===== config.mk =====
export PLATFORM = sky130hd
export DESIGN_NAME = wb_port_arbiter
export DESIGN_NICKNAME = d
export VERILOG_FILES = /design/src/rtl/mips_pkg.sv /design/src/rtl/sync_fifo.sv /design/src/rtl/wb_port_arbiter.sv
export SDC_FILE = /design/constraint.sdc
export NUM_CORES = 1
export LEC_CHECK = 0
export BUFFER_PORTS_ARGS = -buffer_cell sky130_fd_sc_hd__buf_4
export CAP_MARGIN = 25
export CORE_ASPECT_RATIO = 0.75
export CORE_MARGIN = 5
export CORE_UTILIZATION = 55
export DETAILED_ROUTE_END_ITERATION = 6
export HOLD_SLACK_MARGIN = 0.02
export PLACE_DENSITY = 0.91
export SYNTH_ARGS = -nofsm -noshare
export SYNTH_HDL_FRONTEND = slang
export SYNTH_SLANG_ARGS = --single-unit

===== constraint.sdc =====
create_clock -name Clk -period 3.7 [get_ports Clk]
set_input_delay 0.185 -clock Clk [delete_from_list [all_inputs] [get_ports Clk]]
set_output_delay 0.185 -clock Clk [all_outputs]
set_load 0.01 [all_outputs]

===== src/rtl/mips_pkg.sv =====
// Shared MIPS pipeline definitions.
// Contents:
//   REG_ADDR_W, DATA_W  register address / data widths
//   WB_BUF_DEPTH        default depth of the deferred long-latency result buffer
//   md_result_t         one buffered long-latency result (destination + data)
package mips_pkg;

  localparam int REG_ADDR_W   = 5;
  localparam int DATA_W       = 32;
  localparam int WB_BUF_DEPTH = 2;
  localparam int NUM_REGS     = 2 ** REG_ADDR_W;

  typedef struct packed {
    logic [REG_ADDR_W-1:0] rw;
    logic [DATA_W-1:0]     data;
  } md_result_t;

endpackage


===== src/rtl/sync_fifo.sv =====
// Synchronous FIFO with first-word-fall-through read data.
// Ports:
//   Clk, Rst        clock, synchronous active-high reset (empties the FIFO)
//   Push, PushData  write one entry at the rising edge (ignored when Full)
//   Pop             remove the head entry at the rising edge (ignored when Empty)
//   PopData         current head entry, valid whenever Empty=0
//   Full, Empty     occupancy flags
// Storage is not reset; only pointers and the occupancy count are.
module sync_fifo #(
  parameter int WIDTH = 8,
  parameter int DEPTH = 2
) (
  input  logic             Clk,
  input  logic             Rst,
  input  logic             Push,
  input  logic [WIDTH-1:0] PushData,
  input  logic             Pop,
  output logic [WIDTH-1:0] PopData,
  output logic             Full,
  output logic             Empty
);

  localparam int PTR_W = $clog2(DEPTH);
  localparam logic [PTR_W:0] FULL_CNT = (PTR_W + 1)'(DEPTH);

  logic [WIDTH-1:0] mem [DEPTH];
  logic [PTR_W-1:0] wr_ptr;
  logic [PTR_W-1:0] rd_ptr;
  logic [PTR_W:0]   count;
  logic             do_push;
  logic             do_pop;

  assign Full    = (count == FULL_CNT);
  assign Empty   = (count == '0);
  assign do_push = Push && !Full;
  assign do_pop  = Pop && !Empty;
  assign PopData = mem[rd_ptr];

  // DEPTH is a power of two, so pointers wrap by natural overflow.
  always_ff @(posedge Clk) begin
    if (Rst) begin
      wr_ptr <= '0;
      rd_ptr <= '0;
      count  <= '0;
    end else begin
      if (do_push) wr_ptr <= wr_ptr + PTR_W'(1);
      if (do_pop)  rd_ptr <= rd_ptr + PTR_W'(1);
      case ({do_push, do_pop})
        2'b10:   count <= count + (PTR_W + 1)'(1);
        2'b01:   count <= count - (PTR_W + 1)'(1);
        default: count <= count;
      endcase
    end
  end

  always_ff @(posedge Clk) begin
    if (do_push) mem[wr_ptr] <= PushData;
  end

endmodule


===== src/rtl/wb_port_arbiter.sv =====
// Arbitrates the single register-file write port between the pipeline
// writeback path and buffered long-latency (mult/div) results, and keeps a
// busy scoreboard that stalls decode on hazards against pending results.
// Ports:
//   Clk, Rst                 clock, synchronous active-high reset
//   WbRegWr, WbRW, WbBusW    pipeline writeback request (always has priority)
//   IssueLong, IssueRW       decode issues a long-latency op to IssueRW
//   SrcRA, SrcRB             decode source registers
//   MdValid, MdRW, MdData    long-latency result offered to the buffer
//   MdReady                  buffer accepts a result this cycle
//   Stall                    decode must hold this cycle
//   RegWr, RW, BusW          register-file write port
//
// Handshake: a result transfers on a rising edge where MdValid=1 and
// MdReady=1; the producer holds MdValid/MdRW/MdData stable until then.
// MdReady depends only on buffer occupancy (and reset), never on MdValid.
module wb_port_arbiter
  import mips_pkg::*;
#(
  parameter int DEPTH = WB_BUF_DEPTH
) (
  input  logic                  Clk,
  input  logic                  Rst,
  input  logic                  WbRegWr,
  input  logic [REG_ADDR_W-1:0] WbRW,
  input  logic [DATA_W-1:0]     WbBusW,
  input  logic                  IssueLong,
  input  logic [REG_ADDR_W-1:0] IssueRW,
  input  logic [REG_ADDR_W-1:0] SrcRA,
  input  logic [REG_ADDR_W-1:0] SrcRB,
  input  logic                  MdValid,
  input  logic [REG_ADDR_W-1:0] MdRW,
  input  logic [DATA_W-1:0]     MdData,
  output logic                  MdReady,
  output logic                  Stall,
  output logic                  RegWr,
  output logic [REG_ADDR_W-1:0] RW,
  output logic [DATA_W-1:0]     BusW
);

  md_result_t           push_entry;
  md_result_t           head;
  logic                 buf_full;
  logic                 buf_empty;
  logic                 buf_push;
  logic                 buf_pop;
  logic                 wb_claims;
  logic [NUM_REGS-1:0]  busy;
  logic [NUM_REGS-1:0]  busy_next;

  assign push_entry = '{rw: MdRW, data: MdData};
  assign MdReady    = !Rst && !buf_full;
  // Results for r0 complete the handshake but are never stored.
  assign buf_push   = MdValid && MdReady && (MdRW != '0);
  assign wb_claims  = WbRegWr && (WbRW != '0);
  assign buf_pop    = !Rst && !wb_claims && !buf_empty;

  sync_fifo #(
    .WIDTH ($bits(md_result_t)),
    .DEPTH (DEPTH)
  ) u_result_buf (
    .Clk      (Clk),
    .Rst      (Rst),
    .Push     (buf_push),
    .PushData (push_entry),
    .Pop      (buf_pop),
    .PopData  (head),
    .Full     (buf_full),
    .Empty    (buf_empty)
  );

  // Write port mux: writeback first, then buffer head, else idle zeros.
  always_comb begin
    RegWr = 1'b0;
    RW    = '0;
    BusW  = '0;
    if (!Rst) begin
      if (wb_claims) begin
        RegWr = 1'b1;
        RW    = WbRW;
        BusW  = WbBusW;
      end else if (!buf_empty) begin
        RegWr = 1'b1;
        RW    = head.rw;
        BusW  = head.data;
      end
    end
  end

  assign Stall = !Rst && (busy[SrcRA] || busy[SrcRB] || (IssueLong && busy[IssueRW]));

  // Clear on pop is applied before set so a same-register collision leaves
  // the bit set for the newly issued op.
  always_comb begin
    busy_next = busy;
    if (buf_pop) busy_next[head.rw] = 1'b0;
    if (IssueLong && !Stall && (IssueRW != '0)) busy_next[IssueRW] = 1'b1;
    busy_next[0] = 1'b0;
  end

  always_ff @(posedge Clk) begin
    if (Rst) busy <= '0;
    else     busy <= busy_next;
  end

endmodule


After elaboration in Yosys (flattened, before gate mapping)
Memory sizes are Yosys's and may differ from the RTL's. A register that Yosys moved wholly into a read port is not among the register bits.
Cells that the tools add are included.
{"block": "word_totals", "reg_bits": 36, "mem_bits_rw": 74, "in_bits": 94, "out_inout_bits": 40, "memories": 1}
{"block": "op_classes", "addsub": 4, "n_lt_le_gt_ge": 6, "eq_ne": 3, "mux": 26, "bitwise_logic": 3, "reduce_logical": 26}
{"memory": "u_result_buf.mem", "depth": 2, "word_bits": 37, "rd": 1, "rd_ports_with_merged_regs": 1, "wr": 1, "line_no": "sync_fifo.sv:26", "text": "logic [WIDTH-1:0] mem [DEPTH];"}
{"cell": "2-to-1 mux 32 bit", "count": 5}
{"cell": "bitwise AND 32 bit", "count": 1}
{"cell": "NOT 32 bit", "count": 1}
{"cell": "bitwise OR 32 bit", "count": 1}
{"cell": "< comparator 5 x 6 -> 1 bit, second input constant", "count": 4}
{"cell": "binary-select mux 1 bit (select 5 bit)", "count": 3}
{"cell": "2-to-1 mux 5 bit", "count": 3}
{"cell": "nonzero test 5 bit", "count": 3}
{"cell": "logical AND 1 bit", "count": 14}
{"cell": "2-to-1 mux 1 bit", "count": 12}
{"cell": "demux 1 bit (select 5 bit)", "count": 2}
{"cell": ">= comparator 5 x 1 -> 1 bit, second input constant", "count": 2}
{"cell": "logical NOT 1 bit", "count": 5}
{"cell": "equality test 2 bit, second input constant", "count": 2}
{"cell": "case mux 2 bit (2 select lines)", "count": 1}
{"cell": "adder 1 bit, second input constant", "count": 2}
{"cell": "adder 2 x 1 -> 2 bit, second input constant", "count": 1}
{"cell": "equality test 2 x 1 -> 1 bit, second input constant", "count": 1}
{"cell": "logical NOT 2 bit", "count": 1}
{"cell": "logical OR 1 bit", "count": 2}
{"cell": "nonzero test 2 bit", "count": 1}
{"cell": "subtractor 2 x 1 -> 2 bit, second input constant", "count": 1}

Depth between registers and ports, before layout
Gate-level depths: netlist (run 1).
{"block": "logic_depth", "word_depth": 9, "mapped_depth": 10, "ltp_nobuf": 8}

By module
A second synthesis (run 1) with hierarchy kept.
{"block": "hier_totals", "hier_cells": 443, "area_unflattened_um2": 5474.0}
{"module": "sync_fifo", "n_inst": 1, "cells_per_inst": 141, "area_per_inst_um2": 2882.8, "seq_area_each_um2": 2322.2}
{"module": "wb_port_arbiter", "n_inst": 1, "cells_per_inst": 302, "area_per_inst_um2": 2591.2, "seq_area_each_um2": 620.6}

Worst setup path before layout (run 1)
No wires, ideal clock.
{"block": "synth_path", "path_kind": "input to register", "startpoint": "input port Rst", "endpoint": "memory u_result_buf.mem[0][0] (netlist name) (enable)", "setup_ps": 431, "t_arrival_ps": 2609, "required_ps": 3269, "setup_slack_ps": 660, "path_stages": 5, "path_buffers": 2, "path_cell_list": "clkbuf_1 clkbuf_1 a21oi_1 o211ai_1 nor2_1"}
{"block": "synth_via", "elab_chain_len": 7}
{"element": "start: declaration", "line_no": "wb_port_arbiter.sv:23", "text": "input logic Rst,"}
{"element": "logical NOT 1 bit", "line_no": "wb_port_arbiter.sv:52", "text": "assign MdReady = !Rst && !buf_full;"}
{"element": "logical AND 1 bit", "line_no": "wb_port_arbiter.sv:52"}
{"element": "net MdReady", "line_no": "wb_port_arbiter.sv:34", "text": "output logic MdReady,"}
{"element": "logical AND 1 bit (2 in series)", "line_no": "wb_port_arbiter.sv:54", "text": "assign buf_push = MdValid && MdReady && (MdRW != '0);"}
{"element": "logical AND 1 bit", "line_no": "sync_fifo.sv:35", "text": "assign do_push = Push && !Full;"}
{"element": "2-to-1 mux 1 bit", "line_no": "sync_fifo.sv:57", "text": "if (do_push) mem[wr_ptr] <= PushData;"}
{"element": "2-to-1 mux 1 bit (implied by the code)", "line_no": "sync_fifo.sv:57"}
{"element": "end: declaration", "line_no": "sync_fifo.sv:26"}
The timed path passes the listed nets, and every way through them passes these cells.

Final worst setup path (run 1)
{"block": "layout_path", "startpoint": "register busy[14]", "endpoint": "output port Stall"}
{"block": "layout_via", "elab_chain_len": 5, "word_cells_on_any_way": 10, "cone_classes": "6 x mux; 4 x reduce/logical"}
{"element": "start: declaration", "line_no": "wb_port_arbiter.sv:48", "text": "logic [NUM_REGS-1:0] busy;"}
{"element": "start signal: assignment", "line_no": "wb_port_arbiter.sv:103", "text": "else busy <= busy_next;"}
{"element": "binary-select mux 1 bit (select 5 bit)", "line_no": "wb_port_arbiter.sv:90", "text": "assign Stall = !Rst && (busy[SrcRA] || busy[SrcRB] || (IssueLong && busy[IssueRW]));"}
{"element": "2-to-1 mux 1 bit (implied by the code)", "line_no": "wb_port_arbiter.sv:90"}
{"element": "logical OR 1 bit / logical AND 1 bit (equally long branches)", "line_no": "wb_port_arbiter.sv:90"}
{"element": "logical OR 1 bit *", "line_no": "wb_port_arbiter.sv:90"}
{"element": "logical AND 1 bit *", "line_no": "wb_port_arbiter.sv:90"}
{"element": "end: declaration", "line_no": "wb_port_arbiter.sv:35", "text": "output logic Stall,"}
Mark *: on every way between the ends. The rest lies on a longest branch, timed or not. The select of a mux whose other input is x is not followed.

==> impl_metrics.py, run 1 <==
metrics = {
    "detailed_routing": {
        "drc": 0,
        "drt_wl_total_um": 16680,
        "route.detailed.vias_per_inst": 6.244,
        "wire_per_inst_um": 19.93,
        "drt_pass1_iterations": 5,
        "via_count": 5226,
        "initialDrtViolationCount": 582,
        "ant_nets": 0,
    },
    "worst_setup_path": {
        "worst_ep_arrival_time_ns": 2.73,
        "critPathCaptureType": "output port",
        "critical_path.startpoint": "busy[14]",
        "worstSetupStartpointType": "flop",
        "maximum_fanout_along_the_worst_path": 4,
        "reg2reg_setup_slack_ns": 0.84,
        "worst_reg2reg_path_endpoint": "busy[29]",
        "setup.worst_path.end": "Stall",
        "worst-r2r-cell-count": 7,
        "worst-endpoint-required_ns": 3.51,
        "worst-setup-path-type": "reg2out",
        "regToRegStartpoint": "busy[14]",
    },
    "global_route": {
        "globalRouteOverflowTotal": 0,
        "grt_start_max_net_pins": 63,
        "grt_pass1_wl_um": 25680,
        "grtUsageTotal": 0.2521,
        "antenna_found_initial": 0,
        "grt_pass1_vias": 5141,
    },
    "layout": {
        "final_layout_size_suffix_gt1_frac": 0.2668,
        "layout.filler_cells": 672,
        "diodes": 0,
        "syn_to_final_growth_pct": 28.03,
        "finalNetCount": 791,
    },
    "place": {
        "finalWeightedCongestion": 0.9860,
        "placement.io_buffers": 133,
        "dp_slack_ns": 0.7827,
        "dp_hpwl_um": 11580,
    },
    "pwr": {
        "p_per_area_nw_per_um2": 374.0,
        "cell_internal_pwr_mw": 2.068,
        "power_switching_mw": 0.7535,
        "power.leakage_nw": 2.817,
        "power.share.sequential": 0.491,
        "p_comb_frac": 0.192,
        "clock_power_share": 0.317,
        "vdd_drop_max_uv": 295.2,
        "power.switching_fraction": 0.2671,
    },
    "floorplan": {
        "io_pins": 134,
        "core.rowCount": 32,
        "die_height_um": 99.64,
        "die_area_sq_um": 12900,
        "core_area_sq_um": 10370,
        "die-width_um": 129.5,
        "floorplan.initialDensity": 0.5682,
    },
    "timing": {
        "finalSetupViolCount": 0,
        "report.final.hold_viol_count": 0,
        "finalClockSkew_ns": 0.007705,
        "worst_pin_slew_ns": 0.9196,
        "slew_headroom": 0.3813,
        "fin_tns_setup_ns": 0,
        "setup_repair_after_global_routing_missed_its_margin": "false",
        "layout_setup_ws_ns": 0.7828,
        "timing.final.max_slew_violations": 0,
        "clock.fmax_ghz": 0.3428,
        "min_period_ns": 2.917,
        "fin_crit_sh": 0.7884,
    },
    "synth": {
        "ys_seq_elements": 110,
        "number_of_synthesized_flops_with_an_enable_pin": 74,
        "yosys_most_used_dff": "edfxtp_1",
        "synth_top_area_share": 0.3772,
        "post-synth-top-count-cell": "edfxtp_1",
        "syn_area_per_cell_sq_um": 10.71,
        "synth_top_cells_by_count": "74 x edfxtp_1, 70 x mux2i_1, 59 x nand2_1, 41 x o21ai_0, 36 x dfxtp_1",
        "synth_seq_area_share": 0.4995,
        "synth_cells": 550,
        "synth.largest_area_cell": "edfxtp_1",
        "ys_async_sr_fraction": 0,
        "synth_area_sq_um": 5892,
        "syn_nets": 645,
        "synth-warning-count": 0,
        "synthDistinctLibCells": 49,
        "synth_area_leaders": "edfxtp_1 38%, dfxtp_1 12%, mux2i_1 12%, nand2_1 3.8%, o21ai_0 3.5%",
    },
    "clock_network": {
        "cts_inserted_buffers": 9,
        "clkSinkCount": 110,
        "ctsLongestPathBuffers": 2,
        "clk-insertion-delay-late_ns": 0.34,
        "clk_pin_slew_ns": 0.07,
        "cts-htree-levels": 3,
        "cts_tree": "built",
        "cts_setup_buffers": 0,
        "cts-root-buf": "clkbuf_16",
    },
    "outcome": {
        "run_status": "complete, no violations",
    },
    "min_path": {
        "hold_path.startpoint": "MdData[13]",
        "worstHoldPathType": "in2reg",
    },
    "run": {
        "drv_cap": 0,
    },
}
-- sequential cells by signal, summed over array words and instances, names as in the netlist, named ones only --
name / flops
u_result_buf.rd_ptr: 1
u_result_buf.wr_ptr: 1
u_result_buf.mem: 74
busy: 31
u_result_buf.count: 2
-- worst min-delay path by stage --
| stage | slack, ns | depth (start not counted) | to |
|---|---|---|---|
| finish | 0.03 | 1 | u_result_buf.mem[0][13] |
| global route | 0.02 | 1 | u_result_buf.mem[0][8] |
| CTS | 0.02 | 1 | u_result_buf.mem[0][0] |
| detailed placement | 0.37 | 1 | u_result_buf.mem[0][31] |
| global placement | 0.37 | 1 | u_result_buf.mem[0][4] |
| floorplan | 0.28 | 0 | u_result_buf.mem[0][0] |
-- layer usage --
metal | global-route usage | vias up | wire, um
li1 | - | 2369 | -
met1 | 0.3213 | 2471 | 6313
met2 | 0.4096 | 335 | 8041
met3 | 0.07837 | 51 | 1905
met4 | 0.08626 | 0 | 419
met5 | 0 | - | 0
-- layout by cell type (no fill, tap or decap), drive strengths merged, types with 11 or more instances in the layout --
master,synthesis,final
buf,15,144
edfxtp,74,74
mux2i,70,70
nand2,59,59
o21ai,41,41
dfxtp,36,36
nor2,33,33
a21oi,30,30
dlygate4sd3,0,30
nand3b,26,26
nor3,22,22
o41ai,18,18
nor2b,12,12
clkbuf,24,11
inv,8,11
-- power by group through the flow --
stage | clock [mW] | combinational [mW] | sequential, mW
4_1_cts | 0.904 | 0.518 | 1.38
5_1_grt | 0.964 | 0.582 | 1.39
3_5_place_dp | 0 | 0.503 | 1.41
3_3_place_gp | 0 | 0.488 | 1.41
2_1_floorplan | 0 | 0.301 | 1.40
6_report | 0.893 | 0.543 | 1.39
-- logic make-up after synthesis --
| group | count (synthesis) | share of synthesized area |
|---|---|---|
| and+or+nand+nor | 194 | 0.1699 |
| buffers and inverters | 47 | 0.03738 |
| adders and majority gates | 1 | 0.002123 |
| xor gates and xnor gates | 3 | 0.004460 |
| AOI/OAI and AO/OA | 116 | 0.1385 |
| DFF | 110 | 0.4995 |
| muxes | 79 | 0.1482 |
-- cell type report --
class,count,area (sq um),area share
sequential,110,2944,0.3903
timing repair buffer,174,1381,0.1831
multi-input combinational,393,2744,0.3637
clock inverter,5,41.29,0.005474
clock buffer,11,232.7,0.03085
inverter,8,30.03,0.003981
tap,136,170.2,0.02256
-- worst max-delay path, stage by stage, from the launching register on --
cell and delay [ns]:
dfxtp_1 0.38, mux4_1 0.51, mux2i_1 0.18, nor3b_1 0.07, nor4_1 0.50, nor3b_1 0.45, a21oi_1 0.13, buf_4 0.17
-- through the flow --
stage	power, mW	hold WS (ns)	std cells	area (sq um)	utilization
floorplan	1.703	0.2839	550	5892	-
CTS	2.807	0.02005	822	7393	0.7130
global placement	1.896	0.3713	791	6969	0.6721
detailed placement	1.915	0.3727	791	6969	0.6721
finish	2.822	0.03324	837	7543	0.7274
global route	2.935	0.02062	837	7543	0.7274
-- what timing repair did --
item,4_1_cts,5_1_grt
gates resized for setup,0,0
endpoints found under the hold margin,29,30
hold buffers,15,15
(Power assumes the default switching activity.)
==> run 2: changes to the inputs <==
--- a/config.mk
+++ b/config.mk
@@ -5,14 +5,15 @@
 export SDC_FILE = /design/constraint.sdc
 export NUM_CORES = 1
 export LEC_CHECK = 0
+export ABC_AREA = 1
 export BUFFER_PORTS_ARGS = -buffer_cell sky130_fd_sc_hd__buf_4
 export CAP_MARGIN = 25
 export CORE_ASPECT_RATIO = 0.75
 export CORE_MARGIN = 5
-export CORE_UTILIZATION = 55
+export CORE_UTILIZATION = 50
 export DETAILED_ROUTE_END_ITERATION = 6
 export HOLD_SLACK_MARGIN = 0.02
-export PLACE_DENSITY = 0.91
+export PLACE_DENSITY = 0.87
 export SYNTH_ARGS = -nofsm -noshare
 export SYNTH_HDL_FRONTEND = slang
 export SYNTH_SLANG_ARGS = --single-unit
==> constraint.sdc (replaced) <==
create_clock -name Clk -period 2.5 [get_ports Clk]
set_input_delay 0.125 -clock Clk [delete_from_list [all_inputs] [get_ports Clk]]
set_output_delay 0.125 -clock Clk [all_outputs]
set_load 0.01 [all_outputs]
==> impl_metrics.py, run 2 <==
metrics = {
    "timing": {
        "timing.final.max_slew_violations": 0,
        "worst_pin_slew_ns": 0.6555,
        "fin_crit_sh": 0.9074,
        "finalSetupViolCount": 0,
        "slew_headroom": 0.5619,
        "finalClockSkew_ns": 0.01049,
        "report.final.hold_viol_count": 0,
        "hold_slack_ns": 0.2537,
        "fin_tns_setup_ns": 0,
        "min_period_ns": 2.268,
        "setup_repair_after_global_routing_missed_its_margin": "false",
        "clock.fmax_ghz": 0.4408,
    },
    "clock_network": {
        "cts_tree": "built",
        "cts-htree-levels": 3,
        "cts-root-buf": "clkbuf_16",
        "clkSinkCount": 110,
        "clk_pin_slew_ns": 0.07,
        "ctsLongestPathBuffers": 2,
        "cts_inserted_buffers": 9,
        "cts_resized": 0,
        "cts_setup_buffers": 0,
        "clk-insertion-delay-late_ns": 0.35,
    },
    "pwr": {
        "p_per_area_nw_per_um2": 530.3,
        "power.leakage_nw": 3.092,
        "vdd_drop_max_uv": 421.5,
    },
    "detailed_routing": {
        "drt_pass1_iterations": 5,
        "via_count": 6034,
        "wire_per_inst_um": 17.05,
        "drc": 0,
        "route.detailed.vias_per_inst": 5.629,
        "drt_wl_total_um": 18280,
        "ant_nets": 0,
        "initialDrtViolationCount": 740,
    },
    "synth": {
        "synth_top_cells_by_count": "176 x nand2_1, 110 x nand3_1, 74 x edfxtp_1, 65 x inv_1, 63 x nor2_1",
        "synth_area_sq_um": 6055,
        "synth.largest_area_cell": "edfxtp_1",
        "synth_cells": 753,
        "synth_area_leaders": "edfxtp_1 37%, dfxtp_1 12%, nand2_1 11%, nand3_1 9.1%, o21ai_0 5.0%",
        "synth-warning-count": 0,
        "syn_nets": 848,
        "synth_seq_area_share": 0.4861,
        "ys_seq_elements": 110,
        "number_of_synthesized_flops_with_an_enable_pin": 74,
        "syn_area_per_cell_sq_um": 8.041,
        "post-synth-top-count-cell": "nand2_1",
        "ys_async_sr_fraction": 0,
        "yosys_most_used_dff": "edfxtp_1",
        "synthDistinctLibCells": 32,
        "synth_top_area_share": 0.3670,
    },
    "layout": {
        "layout.filler_cells": 930,
        "final_layout_size_suffix_gt1_frac": 0.2099,
        "finalNetCount": 1000,
        "syn_to_final_growth_pct": 28.56,
        "top_register": "u_result_buf.mem",
        "largest_reg_flops": 74,
        "diodes": 0,
        "layout_common_cells": "176 x nand2_1, 145 x buf_4, 110 x nand3_1",
        "leading_cell_type_in_the_layout_fill_and_taps_excluded": "nand2_1",
        "layout_top_registers": "u_result_buf.mem x74, busy x31, u_result_buf.count x2",
    },
    "worst_setup_path": {
        "worst-endpoint-required_ns": 2.38,
        "worst-setup-path-type": "reg2out",
        "critPathCaptureType": "output port",
        "worst_ep_arrival_time_ns": 2.14,
        "worstSetupStartpointType": "flop",
        "maximum_fanout_along_the_worst_path": 32,
    },
    "min_path": {
        "worstHoldPathType": "in2reg",
    },
    "floorplan": {
        "core_area_sq_um": 11740,
        "die_area_sq_um": 14430,
        "die-width_um": 137.1,
        "io_pins": 134,
        "floorplan.initialDensity": 0.5157,
        "core.rowCount": 34,
        "die_height_um": 105.3,
    },
    "global_route": {
        "grt_start_max_net_pins": 38,
        "antenna_found_initial": 0,
        "grt_pass1_wl_um": 29210,
        "grtUsageTotal": 0.2539,
        "globalRouteOverflowTotal": 0,
        "grt_pass1_vias": 5586,
    },
    "outcome": {
        "run_status": "complete, no violations",
    },
    "place": {
        "dp_hpwl_um": 12690,
        "placement.io_buffers": 133,
        "finalWeightedCongestion": 0.9429,
    },
    "run": {
        "drv_cap": 0,
    },
}
[run 2: cell count changes in the layout (fill, tap and decap cells not counted), sizes merged, moves of 17 or more]
cell	previous run	this run
nand3	8	128
o31ai	0	17
mux2i	70	1
o41ai	18	0
nand2	59	177
inv	11	72
nand3b	26	0
o21ai	41	70
nor2	33	63
[run 2: per-layer routing]
metal,GRT usage,part of all wire
met4,0.07123,0.021
met3,0.05524,0.11
met2,0.3891,0.46
met1,0.3641,0.41
met5,0,0
[run 2: path summary, 6_finish.rpt]
| path | startpoint | endpoint | slack (ns) | cells past startpoint |
|---|---|---|---|---|
| hold / removal | MdValid | u_result_buf.wr_ptr | 0.25 | 5 |
| setup / recovery | busy[22] | Stall | 0.23 | 11 |
| hold reg to reg | busy[7] | busy[7] | 0.51 | 2 |
| setup reg to reg | u_result_buf.count[0] | u_result_buf.mem[1][34] | 0.47 | 7 |
[run 2: worst max-delay path, cell delays in order, from the launching register on]
cell and delay (ns):
dfxtp_1 0.38, inv_1 0.08, o21ai_0 0.24, nand2_1 0.09, nand3_1 0.08, nand3_1 0.07
nand3_1 0.08, nand2_1 0.12, nand3_2 0.14, nand2_4 0.26, inv_1 0.12, buf_4 0.12
[run 2: report_power, final]
group	switching (mW)	internal [mW]	total [mW]
combinational	0.430	0.302	0.732
clock	0.671	0.701	1.37
sequential	0.0221	2.00	2.02
[run 2: per-stage QoR]
stage | worst slack, ns | power, mW | utilization | instance area, sq um | cells
floorplan | 0.1568 | 2.438 | - | 6060 | 753
CTS | 0.2993 | 4.135 | 0.6629 | 7784 | 1072
global placement | 0.3351 | 2.715 | 0.6044 | 7097 | 1018
finish | 0.2315 | 4.128 | 0.6629 | 7784 | 1072
global route | 0.08933 | 4.305 | 0.6629 | 7784 | 1072
detailed placement | 0.4641 | 2.732 | 0.6068 | 7124 | 1019
[run 2: cell type report]
type | instances | area [sq um] | area share
Tap cell | 162 | 202.7 | 0.02604
Inverter | 70 | 265.3 | 0.03408
Timing Repair Buffer | 183 | 1486 | 0.1910
Clock buffer | 9 | 225.2 | 0.02893
Sequential cell | 110 | 2943 | 0.3781
Multi-Input combinational cell | 531 | 2597 | 0.3337
Clock inverter | 7 | 63.81 | 0.008198
[run 2: kinds of logic after synthesis]
kind of cell               Yosys count  share of synthesized area
and+or+nand+nor                    387                     0.2883
DFF                                110                     0.4861
muxes                                1                   0.001653
buffers and inverters              112                    0.08742
adders and majority gates            1                   0.002066
AOI/OAI and AO/OA                  142                     0.1345
[run 2: repair_timing]
item,4_1_cts,5_1_grt
hold endpoints to repair,74,0
hold buffers,37,0
setup endpoints to repair,0,0
==> run 3: changes to the inputs <==
--- a/config.mk
+++ b/config.mk
@@ -10,10 +10,11 @@
 export CAP_MARGIN = 25
 export CORE_ASPECT_RATIO = 0.75
 export CORE_MARGIN = 5
-export CORE_UTILIZATION = 50
+export CORE_UTILIZATION = 55
 export DETAILED_ROUTE_END_ITERATION = 6
+export GPL_ROUTABILITY_DRIVEN = 0
 export HOLD_SLACK_MARGIN = 0.02
-export PLACE_DENSITY = 0.87
+export PLACE_DENSITY = 0.91
 export SYNTH_ARGS = -nofsm -noshare
 export SYNTH_HDL_FRONTEND = slang
 export SYNTH_SLANG_ARGS = --single-unit
==> constraint.sdc (replaced) <==
create_clock -name Clk -period 2.15 [get_ports Clk]
set_input_delay 0.1075 -clock Clk [delete_from_list [all_inputs] [get_ports Clk]]
set_output_delay 0.1075 -clock Clk [all_outputs]
set_load 0.01 [all_outputs]
==> impl_metrics.py, run 3 (synthesis gave the netlist of run 2 again) <==
metrics = {
    "timing": {
        "clock.fmax_ghz": 0.4960,
        "finalClockSkew_ns": 0.009824,
        "report.final.hold_viol_count": 0,
        "fin_crit_sh": 0.9378,
        "worst_pin_slew_ns": 0.6578,
        "slew_headroom": 0.5604,
        "min_period_ns": 2.016,
        "fin_tns_setup_ns": 0,
        "timing.final.max_slew_violations": 0,
        "setup_repair_after_global_routing_missed_its_margin": "false",
        "finalSetupViolCount": 0,
    },
    "layout": {
        "finalNetCount": 1012,
        "final_layout_size_suffix_gt1_frac": 0.2202,
        "layout_top_registers": "u_result_buf.mem x74, busy x31, u_result_buf.count x2",
        "regArea_sq_um": 2943,
        "layout.filler_cells": 770,
        "layout_common_cells": "176 x nand2_1, 156 x buf_4, 110 x nand3_1",
        "final_core_utilization": 0.7229,
        "multi_input_comb_area_sq_um": 2603,
        "largest_reg_flops": 74,
        "top_register": "u_result_buf.mem",
        "diodes": 0,
        "syn_to_final_growth_pct": 29.65,
        "leading_cell_type_in_the_layout_fill_and_taps_excluded": "nand2_1",
    },
    "clock_network": {
        "clk_pin_slew_ns": 0.07,
        "ctsLongestPathBuffers": 2,
        "cts_inserted_buffers": 9,
        "clkSinkCount": 110,
        "clk-insertion-delay-late_ns": 0.35,
        "cts_setup_buffers": 0,
        "cts-root-buf": "clkbuf_16",
        "cts-htree-levels": 3,
        "cts_tree": "built",
    },
    "outcome": {
        "run_status": "complete, no violations",
    },
    "detailed_routing": {
        "drt_wl_total_um": 18200,
        "ant_nets": 0,
        "drt_pass1_iterations": 6,
        "drc": 0,
        "route.detailed.vias_per_inst": 5.794,
        "via_count": 6153,
        "initialDrtViolationCount": 821,
        "wire_per_inst_um": 17.14,
    },
    "worst_setup_path": {
        "critical-path-slowest-cell": "dfxtp_1",
        "worst_ep_arrival_time_ns": 1.91,
        "maximum_fanout_along_the_worst_path": 17,
        "worst-endpoint-required_ns": 2.04,
        "critPathCaptureType": "output port",
        "max_stage_delay_ns": 0.38,
        "worstSetupStartpointType": "flop",
        "worst-setup-path-type": "reg2out",
        "path_cells": "inv_1 > o21ai_0 > nand2_1 > nand3_1 > nand3_1 > nand3_1 > nand2_1 > nand3_2 > nand2_4 > inv_1 > buf_4",
        "worst_path_most_repeated_cell": "nand3_1",
    },
    "floorplan": {
        "die_height_um": 100.9,
        "core_area_sq_um": 10860,
        "io_pins": 134,
        "floorplan.initialDensity": 0.5576,
        "die-width_um": 131.2,
        "die_area_sq_um": 13230,
        "core.rowCount": 33,
    },
    "pwr": {
        "p_per_area_nw_per_um2": 617.6,
        "vdd_drop_max_uv": 450.3,
        "power.leakage_nw": 3.146,
    },
    "global_route": {
        "grtUsageTotal": 0.2750,
        "grt_start_max_net_pins": 33,
        "grt_pass1_vias": 5901,
        "grt_pass1_wl_um": 29490,
        "globalRouteOverflowTotal": 0,
        "antenna_found_initial": 0,
    },
    "place": {
        "placement.io_buffers": 133,
        "dp_hpwl_um": 12610,
    },
    "min_path": {
        "worstHoldPathType": "in2reg",
    },
    "run": {
        "drv_cap": 0,
    },
}
## run 3: critical path: cells and delay by family, from the launching register on
family,cells,cell delay (ns)
buffers and inverters,3,0.35
AOI/OAI and AO/OA,1,0.21
and+or+nand+nor,7,0.63
DFF,1,0.38
## run 3: metal layers
| metal | up-vias | global-route usage | wire [um] |
|---|---|---|---|
| li1 | 2909 | - | - |
| met1 | 2797 | 0.3660 | 7225 |
| met2 | 400 | 0.4477 | 8491 |
| met3 | 47 | 0.05639 | 1939 |
| met4 | 0 | 0.1046 | 547 |
| met5 | - | 0 | 0 |
## run 3: report_power, final
part	internal, mW	switching (mW)
clock	0.815	0.800
sequential	2.33	0.0267
combinational	0.371	0.509
## run 3: layout make-up
cell class	instances	area share
flip-flops and latches	110	0.3749
multi-input cells	531	0.3315
repair buffers	195	0.2002
inverters	70	0.03379
clock buffers	9	0.02869
well taps	140	0.02231
clock inverters	7	0.008607
## run 3: worst paths after layout
check,start,to,slack [ns],cells after the start
setup / recovery,busy[24],Stall,0.13,11
hold / removal,MdValid,u_result_buf.wr_ptr,0.25,5
setup reg to reg,flop,busy[20],0.20,8
hold reg to reg,busy[10],busy[10],0.52,2
## run 3: repair_timing
item                                    in CTS  in global routing
resized for setup                            0                  4
endpoints found under the setup margin       0                  2
hold endpoints to repair                    75                  0
hold buffers                                38                  0
## run 3: per-stage QoR
step	setup slack [ns]	cell area [sq um]	cells	power, mW	hold WS, ns
3_3_place_gp	0.3351	7172	1008	3.177	0.2938
3_5_place_dp	0.2853	7172	1008	3.195	0.2949
2_1_floorplan	-0.1932	6060	753	2.835	0.2064
5_1_grt	0.01122	7850	1062	5.048	0.2650
6_report	0.1338	7850	1062	4.848	0.2455
4_1_cts	0.09807	7845	1062	4.834	0.2207
